--- src/rtl/div_arb_pkg.sv ---
// Shared types and constants for the divider-core arbiter.
package div_arb_pkg;

  typedef enum logic [1:0] {
    IDLE = 2'd0,
    RUN  = 2'd1,
    RESP = 2'd2
  } state_t;

  // Result constants are wide enough for any operand width up to 64 and are truncated at use.
  localparam int unsigned MAX_W = 64;
  localparam logic [MAX_W-1:0] DIV0_RESULT    = '1;
  localparam logic [MAX_W-1:0] TIMEOUT_RESULT = '0;

  function automatic int unsigned id_width(input int unsigned n);
    return (n < 2) ? 1 : $clog2(n);
  endfunction

endpackage

--- src/rtl/rr_picker.sv ---
// Combinational round-robin picker: first set request at or after last_winner+1.
module rr_picker
  import div_arb_pkg::*;
#(
  parameter  int unsigned N_REQ = 4,
  localparam int unsigned ID_W  = id_width(N_REQ)
) (
  input  logic [N_REQ-1:0] i_req,
  input  logic [ID_W-1:0]  i_last,
  output logic             o_grant_valid_c,
  output logic [ID_W-1:0]  o_grant_id_c
);

  logic [ID_W-1:0]    w_start;
  logic [2*N_REQ-1:0] w_dbl;
  logic [N_REQ-1:0]   w_rot;
  logic [ID_W-1:0]    w_pos;
  logic [ID_W:0]      w_sum;

  // Rotate so the highest-priority requester sits at bit 0, pick, then rotate the index back.
  always_comb begin
    w_start = (i_last == ID_W'(N_REQ - 1)) ? '0 : ID_W'(i_last + 1'b1);
    w_dbl   = {i_req, i_req} >> w_start;
    w_rot   = w_dbl[N_REQ-1:0];
    w_pos   = '0;
    for (int i = N_REQ - 1; i >= 0; i--) begin
      if (w_rot[i]) w_pos = ID_W'(i);
    end
    w_sum           = {1'b0, w_start} + {1'b0, w_pos};
    o_grant_valid_c = |i_req;
    o_grant_id_c    = (w_sum >= (ID_W+1)'(N_REQ)) ? ID_W'(w_sum - (ID_W+1)'(N_REQ))
                                                 : ID_W'(w_sum);
  end

endmodule

--- src/rtl/div_arbiter.sv ---
// Round-robin sequencer sharing one divider core between N_REQ requesters,
// with divide-by-zero interception and a RUN-cycle timeout.
module div_arbiter
  import div_arb_pkg::*;
#(
  parameter int unsigned N_REQ   = 4,
  parameter int unsigned W       = 16,
  parameter int unsigned TIMEOUT = 64
) (
  input  logic               i_clk,
  input  logic               i_reset,
  input  logic [N_REQ-1:0]   i_req,
  input  logic [N_REQ*W-1:0] i_req_dv,
  input  logic [N_REQ*W-1:0] i_req_dr,
  output logic [N_REQ-1:0]   o_gnt,
  output logic [N_REQ-1:0]   o_rsp_valid,
  output logic [W-1:0]       o_rsp_data,
  output logic               o_rsp_err,
  output logic               o_core_start,
  output logic [W-1:0]       o_core_dv,
  output logic [W-1:0]       o_core_dr,
  input  logic               i_core_done,
  input  logic [W-1:0]       i_core_r,
  output logic               o_busy
);

  localparam int unsigned ID_W  = id_width(N_REQ);
  localparam int unsigned CNT_W = id_width(TIMEOUT);

  state_t             r_state;
  logic [ID_W-1:0]    r_id;
  logic [ID_W-1:0]    r_last;
  logic [CNT_W-1:0]   r_cnt;
  logic [N_REQ-1:0]   r_gnt;
  logic [N_REQ-1:0]   r_rsp_valid;
  logic [W-1:0]       r_rsp_data;
  logic               r_rsp_err;
  logic               r_core_start;
  logic [W-1:0]       r_core_dv;
  logic [W-1:0]       r_core_dr;
  logic               r_busy;

  logic               w_grant_valid;
  logic [ID_W-1:0]    w_grant_id;
  logic [W-1:0]       w_sel_dv;
  logic [W-1:0]       w_sel_dr;

  rr_picker #(.N_REQ(N_REQ)) u_picker (
    .i_req           (i_req),
    .i_last          (r_last),
    .o_grant_valid_c (w_grant_valid),
    .o_grant_id_c    (w_grant_id)
  );

  always_comb begin
    w_sel_dv = i_req_dv[w_grant_id*W +: W];
    w_sel_dr = i_req_dr[w_grant_id*W +: W];
  end

  // Sequencer: IDLE arbitrates, RUN drives the core, RESP is the one-cycle result slot.
  always_ff @(posedge i_clk or negedge i_reset) begin
    if (!i_reset) begin
      r_state      <= IDLE;
      r_id         <= '0;
      r_last       <= ID_W'(N_REQ - 1);
      r_cnt        <= '0;
      r_gnt        <= '0;
      r_rsp_valid  <= '0;
      r_rsp_data   <= '0;
      r_rsp_err    <= 1'b0;
      r_core_start <= 1'b0;
      r_core_dv    <= '0;
      r_core_dr    <= '0;
      r_busy       <= 1'b0;
    end else begin
      r_gnt       <= '0;
      r_rsp_valid <= '0;
      unique case (r_state)
        IDLE: begin
          if (w_grant_valid) begin
            r_id      <= w_grant_id;
            r_last    <= w_grant_id;
            r_gnt     <= N_REQ'(1) << w_grant_id;
            r_core_dv <= w_sel_dv;
            r_core_dr <= w_sel_dr;
            r_cnt     <= '0;
            r_busy    <= 1'b1;
            if (w_sel_dr == '0) begin
              // Divide-by-zero answers immediately; the core is never started.
              r_rsp_valid <= N_REQ'(1) << w_grant_id;
              r_rsp_data  <= W'(DIV0_RESULT);
              r_rsp_err   <= 1'b1;
              r_state     <= RESP;
            end else begin
              r_core_start <= 1'b1;
              r_state      <= RUN;
            end
          end
        end
        RUN: begin
          if (i_core_done) begin
            r_rsp_valid  <= N_REQ'(1) << r_id;
            r_rsp_data   <= i_core_r;
            r_rsp_err    <= 1'b0;
            r_core_start <= 1'b0;
            r_state      <= RESP;
          end else if (r_cnt == CNT_W'(TIMEOUT - 1)) begin
            r_rsp_valid  <= N_REQ'(1) << r_id;
            r_rsp_data   <= W'(TIMEOUT_RESULT);
            r_rsp_err    <= 1'b1;
            r_core_start <= 1'b0;
            r_state      <= RESP;
          end else begin
            r_cnt <= r_cnt + 1'b1;
          end
        end
        RESP: begin
          r_busy  <= 1'b0;
          r_state <= IDLE;
        end
        default: begin
          r_core_start <= 1'b0;
          r_busy       <= 1'b0;
          r_state      <= IDLE;
        end
      endcase
    end
  end

  assign o_gnt        = r_gnt;
  assign o_rsp_valid  = r_rsp_valid;
  assign o_rsp_data   = r_rsp_data;
  assign o_rsp_err    = r_rsp_err;
  assign o_core_start = r_core_start;
  assign o_core_dv    = r_core_dv;
  assign o_core_dr    = r_core_dr;
  assign o_busy       = r_busy;

endmodule

--- config.mk ---
export PLATFORM = sky130hd
export DESIGN_NAME = div_arbiter
export DESIGN_NICKNAME = d
export VERILOG_FILES = /design/src/rtl/div_arb_pkg.sv /design/src/rtl/rr_picker.sv /design/src/rtl/div_arbiter.sv
export SDC_FILE = /design/constraint.sdc
export NUM_CORES = 1
export LEC_CHECK = 0
export ABC_AREA = 1
export CORE_MARGIN = 2
export CORE_UTILIZATION = 42
export CTS_BUF_LIST = sky130_fd_sc_hd__clkbuf_8
export DETAILED_ROUTE_END_ITERATION = 16
export GPL_ROUTABILITY_DRIVEN = 0
export PLACE_DENSITY = 0.83
export SETUP_SLACK_MARGIN = 0.02
export SLEW_MARGIN = 5
export SYNTH_ARGS = -nofsm -noshare
export SYNTH_HDL_FRONTEND = slang
export SYNTH_SLANG_ARGS = --single-unit
--- constraint.sdc ---
create_clock -name i_clk -period 4.39 [get_ports i_clk]
set_input_delay 0.878 -clock i_clk [delete_from_list [all_inputs] [get_ports i_clk]]
set_output_delay 0.878 -clock i_clk [all_outputs]
set_load 0.02 [all_outputs]
==> results of run 1 <==
sequential cells by signal, summed over array words and instances, names as in the netlist:
signal and count:
r_last 2, o_rsp_valid 4, r_id 2, o_gnt 4
o_core_dr 16, r_state 2, o_core_start 1, o_rsp_data 16
o_core_dv 16, o_rsp_err 1, o_busy 1, r_cnt 6
Yosys cell counts:
library cell / instances
a21oi_1: 19
a31oi_1: 17
and3_1: 1
buf_1: 3
buf_2: 3
buf_4: 2
buf_6: 2
clkbuf_1: 18
clkinv_1: 5
dfrtp_1: 69
dfstp_2: 2
ha_1: 3
inv_1: 23
inv_2: 1
nand2_1: 307
nand2_2: 12
nand2_4: 6
nand2_8: 1
nand3_1: 57
nand3_2: 2
nand3_4: 1
nand4_1: 5
nor2_1: 32
nor2_2: 2
nor2_4: 1
nor2_8: 1
nor3_1: 4
o21a_1: 1
o21ai_0: 14
xnor2_1: 1
layer usage:
layer	GRT usage (%)	up-vias	wire length [µm]	part of all wire (%)
li1	-	2352	-	-
met1	29.20	2137	5205	40
met2	42.48	212	6568	50
met3	6.328	20	1058	8.1
met4	6.853	0	258	2.0
met5	0	-	0	0
layout by cell type, fill, tap and decap left out, types with 2 or more instances in the layout:
| master | synthesis | routed |
|---|---|---|
| dfstp_2 | 2 | 2 |
| clkinv_1 | 5 | 5 |
| nand4_1 | 5 | 5 |
| clkdlybuf4s50_1 | 0 | 208 |
| nor2_1 | 32 | 32 |
| nand3_2 | 2 | 2 |
| nand3_1 | 57 | 57 |
| a31oi_1 | 17 | 17 |
| ha_1 | 3 | 3 |
| nor3_1 | 4 | 4 |
| dfrtp_1 | 69 | 69 |
| buf_4 | 2 | 8 |
| inv_1 | 23 | 23 |
| clkbuf_8 | 0 | 9 |
| nor2_2 | 2 | 2 |
| nand2_2 | 12 | 12 |
| clkinvlp_4 | 0 | 4 |
| o21ai_0 | 14 | 14 |
| nand2_1 | 307 | 307 |
| nand2_4 | 6 | 6 |
| a21oi_1 | 19 | 19 |
cell type report:
class,instances,share of cell area [%]
Inverter,29,1.655
Sequential cell,71,27.04
Clock inverter,7,1.122
Clock buffer,9,1.883
Timing Repair Buffer,216,32.56
Tap cell,133,2.529
Multi-Input combinational cell,487,33.21
worst max-delay path by stage:
stage / from / to / cells past startpoint
after CTS: i_req[1] / o_core_dv[10]$_DFFE_PN0P_ / 20
after floorplan: i_req[2] / o_rsp_data[0]$_DFFE_PN0P_ / 23
after global placement: i_req[3] / o_core_dv[10]$_DFFE_PN0P_ / 21
after global routing: i_req[3] / o_core_dv[10]$_DFFE_PN0P_ / 21
final: i_req[3] / o_core_dv[6]$_DFFE_PN0P_ / 21
after detailed placement: i_req[1] / o_core_dv[10]$_DFFE_PN0P_ / 20
through the flow:
stage / utilization (%) / instance area (µm²)
3_3_place_gp: 65.59 / 6381
5_1_grt: 67.62 / 6579
6_report: 67.62 / 6579
3_5_place_dp: 65.59 / 6381
4_1_cts: 67.62 / 6579
2_1_floorplan: - / 4204
cell families (layout without fill, tap and decap cells):
kind of cell,Yosys count,count (layout)
AOI/OAI and AO/OA,51,51
xor gates and xnor gates,1,1
adders and majority gates,3,3
buffers and inverters,57,261
DFF,71,71
and+or+nand+nor,432,432
critical path, stage by stage:
cell and delay (ps):
clkdlybuf4s50_1 480, inv_1 50, nand2_1 90, nand2_1 60, nand2_1 60, nand2_1 80
a31oi_1 140, nor2_1 60, ha_1 190, xnor2_1 280, inv_1 120, nand2_4 200
nand2_4 170, inv_1 150, nor2_1 80, nand2_1 90, clkinv_1 440, nand2_1 230
nand2_1 70, a21oi_1 140, nand3_1 90
==> metrics, run 1 <==
status=complete, no violations; share of cells above drive strength 1=approximately 6.5%; post-synthesis net count=just under 800; num rows=36; Compound-Gate Fraction of Synth Area=6.637%; setup slack after placement=96.09 ps; DRT Pass-1 Iters=5; Num Clock Sinks=just over 70; worst r2r src=r_last[0]$_DFFE_PN1P_; wirelength, routed=about 13 mm; multi-input logic area=between 0.002 and 0.0025 mm²; die width=104.0 µm; main combinational cell family by area after synthesis=simple AND/OR/NAND/NOR gates; Critical Path Start Type=input pin; register area share after synthesis=a little over two fifths; Seq cells post-synth=a little over 70; vias in the first global route=between 4,000 and 5,000; Setup Buffers After CTS=0; largest net degree at the start of global routing=approximately 70; worst-margin pin slew=just under 900 ps; register area=0.001779 mm²; area leader, netlist=dfrtp_1; 1st-iter DRT viols=roughly 260; CTS root buffer=clkbuf_8; Reg2Reg Depth=21; normalized max-slew margin=approximately two fifths; first-pass GRT wire length=21.51 mm; starting density of the core=43.21%; max frequency=between 200 and 300 MHz; drc violations=0; Hold Crit Start=o_rsp_data[13]$_DFFE_PN0P_; wire per inst=13.75 µm; ratio of final minimum period to clock period=89.78%; vias post-DR=between 4,000 and 5,000; Die Span Y=104.0 µm; final setup fails=0; initial antenna violation count=0; Via density=4.959; post-synthesis simple-gate area fraction=between 40 and 50%; Post-Synth XOR/XNOR Area=less than 1%; Yosys top cell area share=41.07%; adder-cell share of the synthesized area=0.8929%; min cycle time layout=between 3000 and 4000 ps; Cells after Synth=615; total CTS buffers=9; Synth area leaders=dfrtp_1 (41%), nand2_1 (27%), nand3_1 (6.8%), nor2_1 (2.9%), a31oi_1 (2.5%); Hold Path Depth=2; Worst Skew=roughly 5.3 ps; Routed Antenna Nets=0; Hold EP=o_rsp_data[13]$_DFFE_PN0P_; I/O pins=210; Setup CP Type=input pin to flop; hold slack final=about 470 ps; RSZ-0062 raised after global routing=false; filler instances=between 800 and 900; yosys warns=0; Final nets=roughly 970; setup TNS=0 ps; H-tree levels=3; CORE AREA=between 0.009 and 0.01 mm²; CTS resizes=0; final hold violation count=0; final setup slack of the worst path=between 400 and 500 ps; Layout area overhead=56.49%; average cell area after synthesis=6.836 µm²; total grt overflow=0; mux cell area share after synthesis=0%; clock insertion delay at the later pin of the skew report=340 ps; Die Footprint=~0.011 mm²; diode count=0; detailed placement HPWL=between 9 and 10 mm; IO buf count=209; reg-to-reg endpoint=o_core_dv[6]$_DFFE_PN0P_; post-synth cell types=30; All-Layer GR Usage=~24%; setup slack, reg-to-reg=between 500 and 600 ps; WP data arrival=between 4000 and 5000 ps; Post-Syn Area=roughly 0.0042 mm²; CTS clk-pin slew, worst paths=80 ps; max-slew violation count=0; critical path required time=about 4600 ps; Max Cap Violations=0; Hold-fix buffers, CTS=0; CTS tree=built; CTS max path bufs=2; Worst Hold Class=flop to flop; Cells after DPL=between 900 and 1,000; crit-path max FO=17; Non-Filler Instances=~950; CP endpoint kind=flop
Power of run 1 is left out: the tool's default activity adds up to more than one toggle a clock period on the data nets, which glitch-free logic cannot reach.
==> inputs of run 2 (changes only) <==
--- a/config.mk
+++ b/config.mk
@@ -5,13 +5,12 @@
 export SDC_FILE = /design/constraint.sdc
 export NUM_CORES = 1
 export LEC_CHECK = 0
-export ABC_AREA = 1
 export CORE_MARGIN = 2
-export CORE_UTILIZATION = 42
+export CORE_UTILIZATION = 40
 export CTS_BUF_LIST = sky130_fd_sc_hd__clkbuf_8
 export DETAILED_ROUTE_END_ITERATION = 16
 export GPL_ROUTABILITY_DRIVEN = 0
-export PLACE_DENSITY = 0.83
+export PLACE_DENSITY = 0.82
 export SETUP_SLACK_MARGIN = 0.02
 export SLEW_MARGIN = 5
 export SYNTH_ARGS = -nofsm -noshare
==> metrics, run 2 <==
status=complete, no violations; top post-synthesis cells by count=nand2_1 (161), dfrtp_1 (69), mux4_2 (29), o21ai_0 (28); hold slack final=475.9 ps (+3.361 ps); commonest non-fill, non-tap cell in the layout=clkdlybuf4s50_1; reg-to-reg endpoint=o_rsp_valid[3]$_DFF_PN0_; vias in the first global route=3,834 (-17%); Setup Buffers After CTS=0 (unchanged); Via density=5.167 (+4.2%); CTS root buffer=clkbuf_8; CTS tree=built; Core Util, Final=68.21% (+0.59 points); diode count=0 (unchanged); Reg power frac=between 20% and 30%; Seq cells post-synth=71 (unchanged); share of cells above drive strength 1=11.22% (+4.7 points); setup slack, reg-to-reg=750 ps (+170 ps); VDD IR max=0.4748 mV; H-tree levels=3 (unchanged); WP data arrival=4270 ps (+110 ps); Power Density=between 700 and 800 mW/mm²; Sw Share=41.25%; Synth area leaders=dfrtp_1 (45%), mux4_2 (17%), nand2_1 (16%), o21ai_0 (3.6%), mux4_1 (2.0%); filler instances=712 (-12%); setup TNS=0 ps (unchanged); Leakage=approximately 0.0027 µW; crit path cell chain=clkdlybuf4s50_1, inv_1, o21ai_0, a21oi_1, a31oi_1, o21ai_0, ha_2, mux4_1, nor4_4, nand3_1, o31ai_1; Max Cap Violations=0 (unchanged); met2 Use GR=42.84% (+0.35 points); slowest CP cell=mux4_1; Die Span Y=102.4 µm (-1.6%); post-synthesis net count=546 (-29%); CTS clk-pin slew, worst paths=80 ps (about the same); Stages on worst setup path=11 (-48%); post-synth cell types=40 (+33%); total grt overflow=0 (unchanged); 1st-iter DRT viols=135 (-48%); RSZ-0062 raised after global routing=false; Cells after Synth=392 (-36%); Hold-fix buffers, CTS=0 (unchanged); DRT Pass-1 Iters=4 (-1); CP endpoint kind=flop; most used cell, CP=o21ai_0; CTS resizes=0 (unchanged); Routed Antenna Nets=0 (unchanged); Worst Skew=8.595 ps (+3.256 ps); starting density of the core=41.54% (-1.7 points); ys async rst share=100.0% (unchanged); commonest cells after routing, fill and taps aside=clkdlybuf4s50_1 (208), nand2_1 (161), dfrtp_1 (69); Die Footprint=0.01049 mm² (-3.1%); crit path buf inv count=2 (-3); CORE AREA=0.009328 mm² (-4.1%); number of synthesized flops with an enable pin=0 (unchanged); clock share of power=between 10% and 20%; largest net degree at the start of global routing=72 (unchanged); Top FF cell, synth=dfrtp_1; Setup CP Type=input pin to flop; I/O pins=210 (unchanged); critical path required time=4630 ps (+20 ps); first-pass GRT wire length=18.13 mm (-16%); final setup fails=0 (unchanged); M3 GR Usage=4.788% (-1.5 points); vias post-DR=3,798 (-20%); ratio of final minimum period to clock period=91.82% (+2.0 points); detailed placement HPWL=9.629 mm (-2.9%); max-slew violation count=0 (unchanged); CTS max path bufs=2 (unchanged); normalized max-slew margin=42.26% (+1.7 points); layer with the highest usage=met2; total CTS buffers=9 (unchanged); All-Layer GR Usage=22.37% (-1.8 points); IO buf count=209 (unchanged); crit-path max FO=15 (-2); CP peak stage delay=670 ps (+190 ps); Logic pwr share=between 60% and 70%; worst-margin pin slew=866.2 ps (-25.03 ps); count leader, synth=nand2_1; average cell area after synthesis=9.885 µm² (+45%); drc violations=0 (unchanged); P_sw=roughly 2100 µW; min cycle time layout=4031 ps (+89.30 ps); Yosys top cell area share=44.56% (+3.5 points); wirelength, routed=11.88 mm (-9.2%); yosys warns=0 (unchanged); worst r2r src=r_last[0]$_DFFE_PN1P_; num rows=35 (-2.8%); max frequency=248.1 MHz (-2.2%); Worst Setup SP=i_req[0]; Top delay family on crit path=compound AO/OA/AOI/OAI gates; met1 Use GR=24.29% (-4.9 points); Layout area overhead=64.19%; register area share after synthesis=45.92% (+3.6 points); Reg2Reg Depth=10 (-52%); setup slack after placement=45.35 ps (-50.74 ps); Post-Syn Area=0.003875 mm² (-7.8%); area leader, netlist=dfrtp_1; Num Clock Sinks=71 (unchanged); Worst Hold Class=flop to flop; Power Total=5002 µW; Pint=~2900 µW; wire per inst=16.16 µm (+18%); Critical Path Start Type=input pin; initial antenna violation count=0 (unchanged); clock insertion delay at the later pin of the skew report=330 ps (about the same); Final nets=755 (-22%); die width=102.4 µm (-1.6%); final hold violation count=0 (unchanged); final setup slack of the worst path=359.2 ps (-89.30 ps); Worst Setup EP=o_rsp_valid[3]$_DFF_PN0_
==> run 2: metal layers <==
metal / up-vias / wire length (µm)
met2: 166 / 6624
met5: - / 0
met1: 1827 / 4192
met4: 0 / 269
met3: 26 / 794
li1: 1779 / -
==> run 2: metrics by stage <==
stage | instances | area (µm²)
2_1_floorplan | 392 | 3875
3_3_place_gp | 719 | 6131
3_5_place_dp | 719 | 6131
4_1_cts | 735 | 6362
5_1_grt | 735 | 6362
6_report | 735 | 6362
==> run 2: power by group through the flow <==
| stage | logic, µW | clock network [µW] | registers [µW] |
|---|---|---|---|
| global placement | 3240 | 0 | 1130 |
| global route | 3560 | 630 | 1170 |
| floorplan | 1920 | 0 | 1410 |
| CTS | 3330 | 600 | 1130 |
| finish | 3290 | 587 | 1130 |
| detailed placement | 3320 | 0 | 1140 |
==> run 2: cell families after synthesis <==
kind of cell    Yosys count  share of synthesized area [%]
mux                      34                          19.44
flops                    71                          45.92
fa+ha+maj                 4                          1.259
compound gates           45                          6.555
buf+inv                  27                          3.067
simple gates            208                          22.89
xor+xnor                  3                         0.8720
==> run 2: tightest hold or removal path, cell delays in order, from the launching register on <==
cell and delay [ps]:
dfrtp_1 350, nand2_1 50, nand2_1 50
==> run 2: worst min-delay path by stage <==
stage	cells past startpoint	end	startpoint	slack [ps]
final	2	o_core_dv[5]$_DFFE_PN0P_	o_core_dv[5]$_DFFE_PN0P_	480
after global routing	2	o_core_dr[0]$_DFFE_PN0P_	o_core_dr[0]$_DFFE_PN0P_	500
after CTS	2	o_core_dv[5]$_DFFE_PN0P_	o_core_dv[5]$_DFFE_PN0P_	480
after detailed placement	2	o_core_dv[5]$_DFFE_PN0P_	o_core_dv[5]$_DFFE_PN0P_	460
after global placement	2	o_core_dv[8]$_DFFE_PN0P_	o_core_dv[8]$_DFFE_PN0P_	460
after floorplan	2	r_last[0]$_DFFE_PN1P_	r_last[0]$_DFFE_PN1P_	460
==> run 2: area by class of cell <==
| type | count | area [µm²] | share of cell area, % |
|---|---|---|---|
| tap | 129 | 161.4 | 2.537 |
| inverter | 5 | 18.77 | 0.2950 |
| multi-input combinational | 294 | 1999 | 31.43 |
| timing repair buffer | 220 | 2172 | 34.14 |
| clock inverter | 5 | 80.08 | 1.259 |
| clock buffer | 11 | 151.4 | 2.380 |
| sequential | 71 | 1779 | 27.96 |
No activity file was read; power rests on OpenSTA's default activity.
==> inputs of run 3 (changes only) <==
--- a/config.mk
+++ b/config.mk
@@ -5,13 +5,13 @@
 export SDC_FILE = /design/constraint.sdc
 export NUM_CORES = 1
 export LEC_CHECK = 0
+export CORE_ASPECT_RATIO = 0.9
 export CORE_MARGIN = 2
 export CORE_UTILIZATION = 40
 export CTS_BUF_LIST = sky130_fd_sc_hd__clkbuf_8
 export DETAILED_ROUTE_END_ITERATION = 16
 export GPL_ROUTABILITY_DRIVEN = 0
 export PLACE_DENSITY = 0.82
-export SETUP_SLACK_MARGIN = 0.02
 export SLEW_MARGIN = 5
 export SYNTH_ARGS = -nofsm -noshare
 export SYNTH_HDL_FRONTEND = slang
==> metrics, run 3 (synthesis results as in run 2) <==
IO buf count=209 (unchanged); Routed Antenna Nets=0 (unchanged); Setup CP Type=input pin to flop; diode count=0 (unchanged); Die Footprint=0.01049 mm² (about the same); critical path required time=4650 ps (+20 ps); CTS clk-pin slew, worst paths=70 ps (about the same); final setup fails=0 (unchanged); I/O pins=210 (unchanged); multi-input logic area=0.001999 mm² (unchanged); Logic pwr share=67.1% (+1.3 points); max-slew violation count=0 (unchanged); total grt overflow=0 (unchanged); share of cells above drive strength 1=11.22% (unchanged); filler instances=746 (+4.8%); normalized max-slew margin=33.21% (-9.0 points); DRT met1 WL=4.393 mm (+4.8%); status=complete, no violations; Setup Buffers After CTS=0 (unchanged); RSZ-0062 raised after global routing=false; first-pass GRT wire length=18.61 mm (+2.6%); Critical Path Start Type=input pin; drc violations=0 (unchanged); die width=107.8 µm (+5.2%); initial antenna violation count=0 (unchanged); Die Span Y=97.38 µm (-4.9%); CORE AREA=0.009529 mm² (+2.2%); crit-path max FO=22 (+7); met2 WL=6.109 mm (-7.8%); CP endpoint kind=flop; Power Density=790.1 mW/mm² (+0.51%); Leakage=0.002735 µW (about the same); Worst Skew=10.16 ps (+1.563 ps); Layout area overhead=63.80%; All-Layer GR Usage=22.83% (+0.46 points); largest net degree at the start of global routing=72 (unchanged); met3 WL=926 µm (+17%); max frequency=255.5 MHz (+3.0%); CTS tree=built; P_sw=2095 µW (+1.5%); CTS max path bufs=2 (unchanged); ratio of final minimum period to clock period=89.14% (-2.7 points); clock share of power=10.5% (-1.2 points); commonest non-fill, non-tap cell in the layout=clkdlybuf4s50_1; commonest cells after routing, fill and taps aside=clkdlybuf4s50_1 (208), nand2_1 (161), dfrtp_1 (69); detailed placement HPWL=9.424 mm (-2.1%); wire per inst=16.11 µm (-0.32%); Final nets=755 (unchanged); top sig layer=met4; wirelength, routed=11.80 mm (-0.72%); total CTS buffers=9 (unchanged); DRT Pass-1 Iters=4 (unchanged); Hold-fix buffers, CTS=0 (unchanged); Via density=5.150 (-0.33%); Pint=2920 µW (-0.63%); Reg power frac=22.4% (about the same); CTS root buffer=clkbuf_8; clock insertion delay at the later pin of the skew report=340 ps (about the same); Num Clock Sinks=71 (unchanged); setup slack after placement=121.7 ps (+76.39 ps); min cycle time layout=3913 ps (-117.5 ps); Sw Share=41.78% (+0.52 points); H-tree levels=3 (unchanged); Worst Hold Class=flop to flop; worst-margin pin slew=1001 ps (+134.6 ps); num rows=34 (-2.9%); Max Cap Violations=0 (unchanged); 1st-iter DRT viols=192 (+42%); WP data arrival=4180 ps (-90 ps); final hold violation count=0 (unchanged); register area=0.001779 mm² (unchanged); vias in the first global route=3,979 (+3.8%); setup TNS=0 ps (unchanged); starting density of the core=40.66% (-0.88 points); vias post-DR=3,770 (-0.74%); final setup slack of the worst path=476.7 ps (+117.5 ps); CTS resizes=0 (unchanged); VDD IR max=0.5661 mV (+19%)
-- run 3: cell types whose count changed in the layout (fill, tap and decap cells not counted), sizes merged --
cell,previous run,this run
clkinvlp,2,1
bufinv,2,1
clkinv,1,3
-- run 3: power groups by stage --
stage | sequential [µW] | combinational, µW | clock, µW
2_1_floorplan | 1410 | 1920 | 0
3_3_place_gp | 1120 | 3280 | 0
3_5_place_dp | 1140 | 3390 | 0
4_1_cts | 1120 | 3400 | 545
5_1_grt | 1160 | 3640 | 576
6_report | 1120 | 3360 | 529
-- run 3: stage by stage --
step | power (µW) | cells | utilization [%] | hold WS, ps | instance area (µm²)
final | 5015 | 732 | 66.61 | 478.9 | 6347
after detailed placement | 4527 | 716 | 64.43 | 463.2 | 6140
after global routing | 5377 | 732 | 66.61 | 498.3 | 6347
after global placement | 4407 | 716 | 64.43 | 458.7 | 6140
after floorplan | 3332 | 392 | - | 463.5 | 3875
after CTS | 5069 | 732 | 66.61 | 483.0 | 6347
-- run 3: per-layer routing --
layer | track usage, % | vias up
met5 | 0 | -
met4 | 9.369 | 0
met3 | 5.969 | 33
met2 | 40.20 | 180
met1 | 26.11 | 1775
li1 | - | 1782
-- run 3: path summary, 6_finish.rpt --
kind	startpoint	endpoint	slack (ps)	cells after the start
worst min register to register	o_core_dr[3]$_DFFE_PN0P_	o_core_dr[3]$_DFFE_PN0P_	480	2
worst max register to register	r_last[0]$_DFFE_PN1P_	o_rsp_data[6]$_DFFE_PN0P_	870	13
worst min-delay path	o_core_dr[3]$_DFFE_PN0P_	o_core_dr[3]$_DFFE_PN0P_	480	2
max in group asynchronous	i_reset	o_gnt[3]$_DFF_PN0_	3160	1
min in group asynchronous	i_reset	o_rsp_data[10]$_DFFE_PN0P_	650	1
worst max-delay path	i_req[0]	o_rsp_data[6]$_DFFE_PN0P_	480	14
-- run 3: cell type report --
class,instances,area share (%)
clock buffer,11,2.385
clock inverter,5,0.8870
inverter,5,0.2957
multi-input combinational,294,31.50
sequential,71,28.03
tap,126,2.484
timing repair buffer,220,34.42
-- run 3: worst max-delay path: stages --
cell and delay, ps:
clkdlybuf4s50_1 560, inv_1 110, o21ai_0 190, a21oi_1 90, a31oi_1 140, o21ai_0 100
ha_2 470, buf_12 220, mux4_2 540, nor3_2 240, buf_4 180, nand4_4 120
buf_4 230, nand2_1 80
